### src/rtl/fusion_pkg.sv
// Shared definitions for the fusion-unit operand path: element width codes,
// word geometry and the width-code decode helpers.
package fusion_pkg;

  localparam int WORD_W = 32;
  localparam int GROUPS = 4;

  // Element width selector as held inside the packer
  typedef enum logic [1:0] {
    WC_2B = 2'd0,
    WC_4B = 2'd1,
    WC_8B = 2'd2
  } width_code_e;

  // Packer control states
  typedef enum logic [1:0] {
    ST_IDLE = 2'd0,
    ST_FILL = 2'd1,
    ST_HOLD = 2'd2
  } pack_state_e;

  // Raw 3-bit configuration code to width code; codes above 2 mean 8-bit
  function automatic width_code_e decode_width(input logic [2:0] code);
    case (code)
      3'd0:    return WC_2B;
      3'd1:    return WC_4B;
      default: return WC_8B;
    endcase
  endfunction

  // Element width W in bits
  function automatic logic [3:0] code_to_w(input width_code_e wc);
    case (wc)
      WC_2B:   return 4'd2;
      WC_4B:   return 4'd4;
      default: return 4'd8;
    endcase
  endfunction

  // Elements per word N = WORD_W / W
  function automatic logic [4:0] code_to_n(input width_code_e wc);
    case (wc)
      WC_2B:   return 5'd16;
      WC_4B:   return 5'd8;
      default: return 5'd4;
    endcase
  endfunction

endpackage

### src/rtl/elem_clamp.sv
// Reduces an 8-bit input element to the configured element width.
// Default build truncates to the low W bits; defining PACKER_SAT_EN
// saturates to the W-bit range (signed or unsigned) instead.
// Result is zero-extended to 8 bits so it can be OR-ed into a word.
module elem_clamp
  import fusion_pkg::*;
(
  input  logic [1:0] wcode,
  input  logic       is_signed,
  input  logic [7:0] din,
  output logic [7:0] dout
);

  width_code_e wcode_s;
  logic [3:0]  w_s;
  logic [7:0]  mask_s;

  assign wcode_s = width_code_e'(wcode);
  assign w_s     = code_to_w(wcode_s);
  assign mask_s  = 8'((9'd1 << w_s) - 9'd1);

`ifdef PACKER_SAT_EN

  // Saturate the element to the selected width's representable range
  always_comb begin
    dout = din & mask_s;
    if (is_signed) begin
      case (wcode_s)
        WC_2B: begin
          if ($signed(din) > 8'sd1)       dout = 8'h01;
          else if ($signed(din) < -8'sd2) dout = 8'h02;
          else                            dout = din & 8'h03;
        end
        WC_4B: begin
          if ($signed(din) > 8'sd7)       dout = 8'h07;
          else if ($signed(din) < -8'sd8) dout = 8'h08;
          else                            dout = din & 8'h0F;
        end
        WC_8B:   dout = din;
        default: dout = din;
      endcase
    end else begin
      case (wcode_s)
        WC_2B: begin
          if (din > 8'd3) dout = 8'h03;
          else            dout = din & 8'h03;
        end
        WC_4B: begin
          if (din > 8'd15) dout = 8'h0F;
          else             dout = din & 8'h0F;
        end
        WC_8B:   dout = din;
        default: dout = din;
      endcase
    end
  end

`else

  // Signedness does not matter when simply dropping the high bits
  logic unused_sign_s;
  assign unused_sign_s = is_signed;

  // Keep only the low W bits of the element
  always_comb begin
    dout = din & mask_s;
  end

`endif

endmodule

### src/rtl/operand_packer.sv
// Packs a stream of 2/4/8-bit elements LSB-first into 32-bit operand words
// for the fusion unit, with per-group sign flags and vector-end marking.
// Optional build macro: PACKER_SAT_EN (saturate instead of truncate).
module operand_packer
  import fusion_pkg::*;
(
  input  logic        clk,
  input  logic        nRST,
  input  logic [2:0]  cfg_bitwidth,
  input  logic        cfg_signed,
  input  logic        cfg_load,
  input  logic        in_valid,
  output logic        in_ready,
  input  logic [7:0]  in_data,
  input  logic        in_last,
  output logic        out_valid,
  input  logic        out_ready,
  output logic [31:0] out_word,
  output logic [3:0]  out_sign,
  output logic        out_last
);

  pack_state_e state_r;
  pack_state_e state_nxt_s;

  width_code_e wcode_r;
  width_code_e wcode_eff_s;
  logic        signed_r;
  logic        signed_eff_s;

  logic [4:0]  count_r;
  logic [31:0] data_r;

  logic [31:0] out_word_r;
  logic [3:0]  out_sign_r;
  logic        out_last_r;
  logic        out_valid_r;

  logic        accept_s;
  logic        fire_s;
  logic        close_s;
  logic [4:0]  count_inc_s;
  logic [4:0]  n_s;
  logic [4:0]  shamt_s;
  logic [7:0]  elem_s;
  logic [31:0] merged_s;

  // A load in IDLE takes effect for an element accepted in that same cycle
  always_comb begin
    if ((state_r == ST_IDLE) && cfg_load) begin
      wcode_eff_s  = decode_width(cfg_bitwidth);
      signed_eff_s = cfg_signed;
    end else begin
      wcode_eff_s  = wcode_r;
      signed_eff_s = signed_r;
    end
  end

  // In HOLD an element is only taken when the held word leaves the same cycle
  assign in_ready = nRST & ((state_r != ST_HOLD) | out_ready);
  assign accept_s = in_valid & in_ready;
  assign fire_s   = out_valid_r & out_ready;

  elem_clamp u_elem_clamp (
    .wcode     (wcode_eff_s),
    .is_signed (signed_eff_s),
    .din       (in_data),
    .dout      (elem_s)
  );

  // Bit offset of the current slot: count * W
  always_comb begin
    case (wcode_eff_s)
      WC_2B:   shamt_s = {count_r[3:0], 1'b0};
      WC_4B:   shamt_s = {count_r[2:0], 2'b00};
      WC_8B:   shamt_s = {count_r[1:0], 3'b000};
      default: shamt_s = {count_r[1:0], 3'b000};
    endcase
  end

  // The accumulator is always clear in HOLD, so a restart lands at slot 0
  assign merged_s    = data_r | ({24'd0, elem_s} << shamt_s);
  assign n_s         = code_to_n(wcode_eff_s);
  assign count_inc_s = count_r + 5'd1;
  assign close_s     = in_last | (count_inc_s == n_s);

  // Next-state decode
  always_comb begin
    state_nxt_s = state_r;
    case (state_r)
      ST_IDLE, ST_FILL: begin
        if (accept_s) begin
          state_nxt_s = close_s ? ST_HOLD : ST_FILL;
        end else begin
          state_nxt_s = state_r;
        end
      end
      ST_HOLD: begin
        if (accept_s) begin
          state_nxt_s = close_s ? ST_HOLD : ST_FILL;
        end else if (fire_s) begin
          state_nxt_s = ST_IDLE;
        end else begin
          state_nxt_s = ST_HOLD;
        end
      end
      default: state_nxt_s = ST_IDLE;
    endcase
  end

  // State register
  always_ff @(posedge clk) begin
    if (!nRST) begin
      state_r <= ST_IDLE;
    end else begin
      state_r <= state_nxt_s;
    end
  end

  // Configuration, accumulator and registered output word
  always_ff @(posedge clk) begin
    if (!nRST) begin
      wcode_r     <= WC_2B;
      signed_r    <= 1'b0;
      count_r     <= 5'd0;
      data_r      <= 32'd0;
      out_word_r  <= 32'd0;
      out_sign_r  <= 4'd0;
      out_last_r  <= 1'b0;
      out_valid_r <= 1'b0;
    end else begin
      wcode_r  <= wcode_eff_s;
      signed_r <= signed_eff_s;
      if (accept_s && close_s) begin
        out_word_r  <= merged_s;
        out_sign_r  <= {GROUPS{signed_eff_s}};
        out_last_r  <= in_last;
        out_valid_r <= 1'b1;
        data_r      <= 32'd0;
        count_r     <= 5'd0;
      end else if (accept_s) begin
        data_r  <= merged_s;
        count_r <= count_inc_s;
        if (fire_s) begin
          out_valid_r <= 1'b0;
        end else begin
          out_valid_r <= out_valid_r;
        end
      end else if (fire_s) begin
        out_valid_r <= 1'b0;
      end else begin
        out_valid_r <= out_valid_r;
      end
    end
  end

  assign out_valid = out_valid_r;
  assign out_word  = out_word_r;
  assign out_sign  = out_sign_r;
  assign out_last  = out_last_r;

endmodule
### config.mk
export PLATFORM = sky130hd
export DESIGN_NAME = operand_packer
export DESIGN_NICKNAME = d
export VERILOG_FILES = /design/src/rtl/fusion_pkg.sv /design/src/rtl/elem_clamp.sv /design/src/rtl/operand_packer.sv
export SDC_FILE = /design/constraint.sdc
export NUM_CORES = 1
export LEC_CHECK = 0
export CORE_AREA = 8 8 87 89
export CTS_CLUSTER_SIZE = 16
export DETAILED_ROUTE_END_ITERATION = 16
export DIE_AREA = 0 0 95 97
export PLACE_DENSITY = 0.88
export SLEW_MARGIN = 20
export SYNTH_ARGS = -nofsm -noshare
export SYNTH_HDL_FRONTEND = slang
export SYNTH_SLANG_ARGS = --single-unit
### constraint.sdc
create_clock -name clk -period 5.44 [get_ports clk]
set_input_delay 0.816 -clock clk [delete_from_list [all_inputs] [get_ports clk]]
set_output_delay 0.816 -clock clk [all_outputs]
set_load 0.01 [all_outputs]
# Yosys cells after proc, flatten, opt, wreduce, memory -nomap -nowiden
# Cells that the tools add are included.
op_classes:
  n_addsub: 2
  n_mul: 0
  div_mod_pow: 0
  n_lt_le_gt_ge: 0
  eq_ne: 7
  n_shift: 2
  mux: 13
  n_bitwise: 8
  n_reduce_logical: 8
op_table:
  columns: ["cell", "count"]
  rows:
  - ["$or 32x32->32", 1]
  - ["$shl 8x5->32", 1]
  - ["$pmux 5 s2", 2]
  - ["$mux 2", 5]
  - ["$and 8x8->8", 1]
  - ["$pmux 2 s2", 2]
  - ["$pmux 4 s2", 1]
  - ["$shl 1x4->8 const A", 1]
  - ["$sub 8x1->8 const B", 1]
  - ["$add 5x1->5 const B", 1]
  - ["$eq 5x5->1", 1]
  - ["$eq 2x1->1 const B", 2]
  - ["$logic_not 2->1", 2]
  - ["$ne 2x2->1 const B", 2]
  - ["$reduce_or 2->1", 2]
  - ["$and 1x1->1", 3]
  - ["$eq 3x1->1 const B", 1]
  - ["$logic_not 3->1", 1]
  - ["$mux 1", 3]
  - ["$eq 2x2->1 const B", 1]
  - ["$logic_and 1x1->1", 2]
  - ["$or 1x1->1", 2]
  - ["$reduce_bool 2->1", 1]
  - ["$not 1->1", 1]
word_totals:
  ff_bits: 77
  latchBits: 0
  ramBits: 0
  mem_bits_ro: 0
  inputBits: 18
  word_cells: 49
  mem_count: 0

# Longest topological paths before layout
depth:
  word_depth: 10
  depth_mapped: 9

# Hierarchy
# A second synthesis with hierarchy kept.
hier_totals:
  cells_unflattened: 392
  area_unflattened_um2: 3438.3
by_module_without_submodules:
  columns: ["mod", "instances", "cells_per_inst", "area_per_inst_um2", "seq_area_each_um2"]
  rows:
  - ["operand_packer", 1, 381, 3365.7, 1541.5]
  - ["elem_clamp", 1, 11, 72.6, 0.0]

# Worst setup path after synthesis
# Ideal clock, no wire load.
synth_timing:
  path_kind: "input -> register"
  from: "input port cfg_load"
  to: "register out_word_r[4] (netlist: out_word[4])"
  setup_time_ns: 0.119
  arrival_ns: 2.645
  path_slack_ns: 2.676
  stages: 7
  cell_sequence: "or3b_1 buf_4 mux2_4 xnor2_2 a41oi_4 or3_1 o221a_1"
synth_between:
  elab_chain_cells: 9
synth_rtl:
  columns: ["item", "line_no", "text"]
  rows:
  - ["from (decl)", "operand_packer.sv:11", "input logic cfg_load,"]
  - ["$logic_and 1x1->1 (*)", "operand_packer.sv:50", "if ((state_r == ST_IDLE) && cfg_load) begin"]
  - ["$mux 2 (*)", "operand_packer.sv:50", null]
  - ["$eq 2x1->1 / $logic_not 2->1 (equally long branches)", "fusion_pkg.sv:33, fusion_pkg.sv:42, operand_packer.sv:73", null]
  - ["$pmux 4 s2", "fusion_pkg.sv:33", "case (wc)"]
  - ["$shl 1x4->8", "elem_clamp.sv:20", "assign mask_s = 8'((9'd1 << w_s) - 9'd1);"]
  - ["$sub 8x1->8", "elem_clamp.sv:20", null]
  - ["$and 8x8->8", "elem_clamp.sv:66", "dout = din & mask_s;"]
  - ["$shl 8x5->32", "operand_packer.sv:82", "assign merged_s = data_r | ({24'd0, elem_s} << shamt_s);"]
  - ["$or 32x32->32", "operand_packer.sv:82", null]
  - ["to (signal assigned)", "operand_packer.sv:135", "out_word_r <= merged_s;"]
  - ["to (decl)", "operand_packer.sv:34", "logic [31:0] out_word_r;"]
# Every way passes the cells marked *; elsewhere a longest branch is shown, timed or not.
# A chain may end at the register's enable or synchronous reset.

# Worst setup path in the final report
layout_timing:
  from: "input port cfg_load"
  to: "register out_word_r[25] (netlist: out_word[25])"
# The elaborated chain is that of the path after synthesis.

==> results <==
- The layout overhead on the synthesized area is 22.82%.
- For this run, the slowest stage of the critical path takes 0.61 ns.
- The wire length on met2 is 4078 um.
- The global-route total usage across every layer is 18.26%.
- The final antenna-violating net count is 0.
- The detailed router put a total of 3210 um of wire on met1.
- Setup repair after global routing left no endpoint under its margin.
- The highest metal layer with signal wires is met4.
- The die covers 9215 um^2.
- The static power due to leakage is 1.443 nW.
- The area of the core is 6205 um^2.
- The run finished with clean final reports.
- After detailed routing, the total wire length is 8083 um.
- CTS saw 77 sinks.
- TritonCTS built the clock tree.
- The library cell occupying the most area in the post-synthesis netlist is dfxtp_1.
- The placer's final routability congestion estimate is 0.8699.
- After the flow finishes, the layout carries non-filler instances totaling 494.
- The row count is 29.
- The startpoint class of the critical path is an input port.
- The library cell used most frequently in the layout, excluding fill and tap cells, is dfxtp_1.
- In this run, the clock network consumes 37.0% of the power.
- The average detailed-routed wire length per instance is 16.36 um.
- By area, the combinational part of the netlist is dominated by simple AND/OR/NAND/NOR gates.
- Once the clock tree was built, the resizer swapped 0 gates to a different size.
- The wire length of the first global-routing pass is 13390 um.
- The final-report hold violation count is 0.
- In the detailed route, the total length drawn on met3 is 611 um.
- Synthesis instantiated 44 different standard cells from the library.
- In the final design database the tool counted 431 nets.
- The maximum vdd drop is 145.9 uV.
- Synthesis inferred 77 register bits.
- The die is 95 um wide.
- The worst setup skew after layout is 0.008438 ns.
- By startpoint and endpoint, the worst setup path is classified as input port to flop.
- The total power divided by cell area is 298.6 nW/um^2.
- The number of buffers added on ports is 56.
- The internal portion of total power is 0.9025 mW.
- For the pin with the worst max-slew slack, the measured transition is 0.8645 ns.
- The tightest min-delay check is of the flop to flop type.
- Of the available clock period, the critical path in the final layout requires 69.58%.
- The nature of the critical path endpoint is a flop.
- The count of TritonRoute iterations in the first routing pass is 6.
- The final core area utilization is 65.78%.
- The tree is rooted in a clkbuf_8.
- The number of global-route vias before repair came to 2758.
- In the routed design, unresolved DRC markers number 0.
- The number of warnings reported in the yosys synthesis log is 0.
- For this design the total switching power over the nets is 0.3163 mW.
- Max-cap violations in this run came to 0.
- The fraction of synthesized area in multiplexers is 13.63%.
- The max-slew violation total from the final report was 0.
- Among all stages on the critical path, the largest delay is contributed by or3b_1.
- The signal on the critical path passes through clkdlybuf4s50_1 -> or3b_1 -> mux2i_4 -> xnor2_1 -> a41oi_4 -> nor2_4 -> buf_4 -> mux2i_1.
- The total number of H-tree levels is 3.
- The number of top-level pins is 57.
- The number of CTS-inserted buffers is 9.
- In this run the post-CTS setup repair buffer count came out at 0.
- The synthesized netlist devotes 15.32% of its cell area to compound gates.
- The sequential-to-total area share from yosys stat is 46.39%.
- The effective utilization at floorplan is 53.56%.
- The fraction of the mapped netlist area in simple logic gates is 16.91%.
- From bottom edge to top edge, the die measures 97 um.
- After detailed routing, the number of vias per cell comes to 5.642.
- Including well taps, the total number of placed cells is 478.
- The number of buffers on the longest clock path is 2.
- The number of inserted diodes is 0.
- The number of antenna violations at the first check in global routing is 0.
- The synthesized area divided by synthesized cell count is 9.055 um^2.
- On the final layout, the worst hold slack is 0.4590 ns.
- The post-synthesis adder-cell area fraction is 0.3765%.
- Registers are responsible for 48.5% of the overall power.
- The highest clock rate is 0.2642 GHz.
- The normalized max-slew margin is 41.92%.
- Data on the critical path is required at its endpoint by 5.69 ns.
- Across all register-to-register paths, the minimum setup slack is 2.22 ns.
- Net switching is 25.95% of the power.
- The minimum clock period is 3.785 ns.
- The library cells used most frequently in the layout, excluding fill and tap cells, are dfxtp_1, a21oi_1, clkdlybuf4s50_1, nor2_1, nand2_1.
- The top-area cell type share of the netlist area is 46.39%.
- The clock insertion delay at the later pin of the skew report is 0.34 ns.
- The total non-filler cell area in the finished layout is 4081 um^2.
- Entering global routing, the biggest net connects 41 pins.
- Of the cells placed in the final design, the portion with a size suffix greater than 1 is 7.914%.
- In this run the worst path has a maximum fanout of 19.
- For the worst setup path, the data arrival time is 4.04 ns.
- For this design, the CTS-stage hold fixing added 0 buffers.
- The area of placed instances is 3870 um^2.
- The total grt overflow is 0.
- Synthesis handed over a netlist of 367 instances.
- The mapped netlist covers 3323 um^2.
- The HPWL reported at the end of detailed placement is 5619 um.
- The final route contains 2787 vias.
- Setup violations remaining at the end of the flow were counted as 0.
- The number of nets produced by synthesis is 386.
- The register clock-pin slew on the reported worst setup and hold paths is 0.07 ns.
- The xor/xnor cell area share of the yosys netlist is 2.598%.
- The share of total power in combinational logic is 14.5%.
- The sum of negative setup slack is 0 ns.
- Ranked by total cell area, the synthesized netlist is headed by dfxtp_1, mux2i_1, a21oi_1.
- The DRC marker count from the first detailed-route iteration is 256.
[through the flow]
stage | worst slack (ns) | power [mW]
after CTS | 1.631 | 1.222
after global placement | 1.477 | 0.7732
after floorplan | 2.676 | 0.7199
final | 1.655 | 1.219
after detailed placement | 1.356 | 0.7780
after global routing | 1.471 | 1.265
[worst paths after layout]
kind / from / end / cells past startpoint
setup / recovery: cfg_load / out_word[25] / 8
hold / removal: out_word[6] / out_word[6] / 2
setup reg to reg: state_r[1] / out_word[25] / 7
hold reg to reg: out_word[6] / out_word[6] / 2
[state kept, by name, indices dropped and copies added (netlist names)]
signal / count
data_r: 32
out_word: 32
count_r: 5
state_r: 2
wcode_r: 2
out_last: 1
out_sign: 1
out_valid: 1
signed_r: 1
[worst max-delay path, delay by kind of cell]
family / cells / cell delay [ns]
simple gates: 2 / 1.15
mux: 2 / 0.75
xor+xnor: 1 / 0.22
buf+inv: 2 / 0.87
compound gates: 1 / 0.23
[per-layer routing]
layer / up-vias / track usage [%]
met5: - / 0
met1: 1330 / 21.55
li1: 1348 / -
met4: 0 / 9.375
met3: 14 / 3.709
met2: 95 / 30.14
[power by group through the flow]
stage	clock (mW)	sequential [mW]	combinational, mW
after global routing	0.481	0.593	0.192
after detailed placement	0	0.604	0.174
after CTS	0.455	0.591	0.176
after global placement	0	0.603	0.170
after floorplan	0	0.603	0.116
final	0.451	0.591	0.177
[synth_stat cells, drive strengths merged]
master   instances
or3              2
nor2b            5
nor3             7
ha               1
o2bb2ai          4
or4bb            2
o221a            4
o221ai           2
nor4             2
and2             8
a21oi           64
inv              7
nor2            45
or2              1
a41oi            1
o21ai            5
o21a             1
nand2           44
buf             16
a21boi           1
clkbuf           9
nor3b            1
nand4            1
mux2             3
or3b             1
xnor2            6
mux2i           39
nand3            1
xor2             3
dfxtp           77
a211oi           1
nand3b           1
o22ai            2
[layout make-up]
type,instances,area [um^2]
well taps,77,96.34
multi-input cells,258,1623
clock inverters,2,38.79
fillers,474,2123
inverters,7,26.28
repair buffers,59,583.1
flip-flops and latches,77,1541
clock buffers,14,172.7
[cells by family after synthesis]
group / Yosys count
multiplexers: 42
flip-flops: 77
AO/OA/AOI/OAI: 85
adder cells (fa/ha/maj): 1
AND/OR/NAND/NOR: 121
XOR/XNOR: 9
buffers and inverters: 32
No activity file was read; power rests on OpenSTA's default activity.
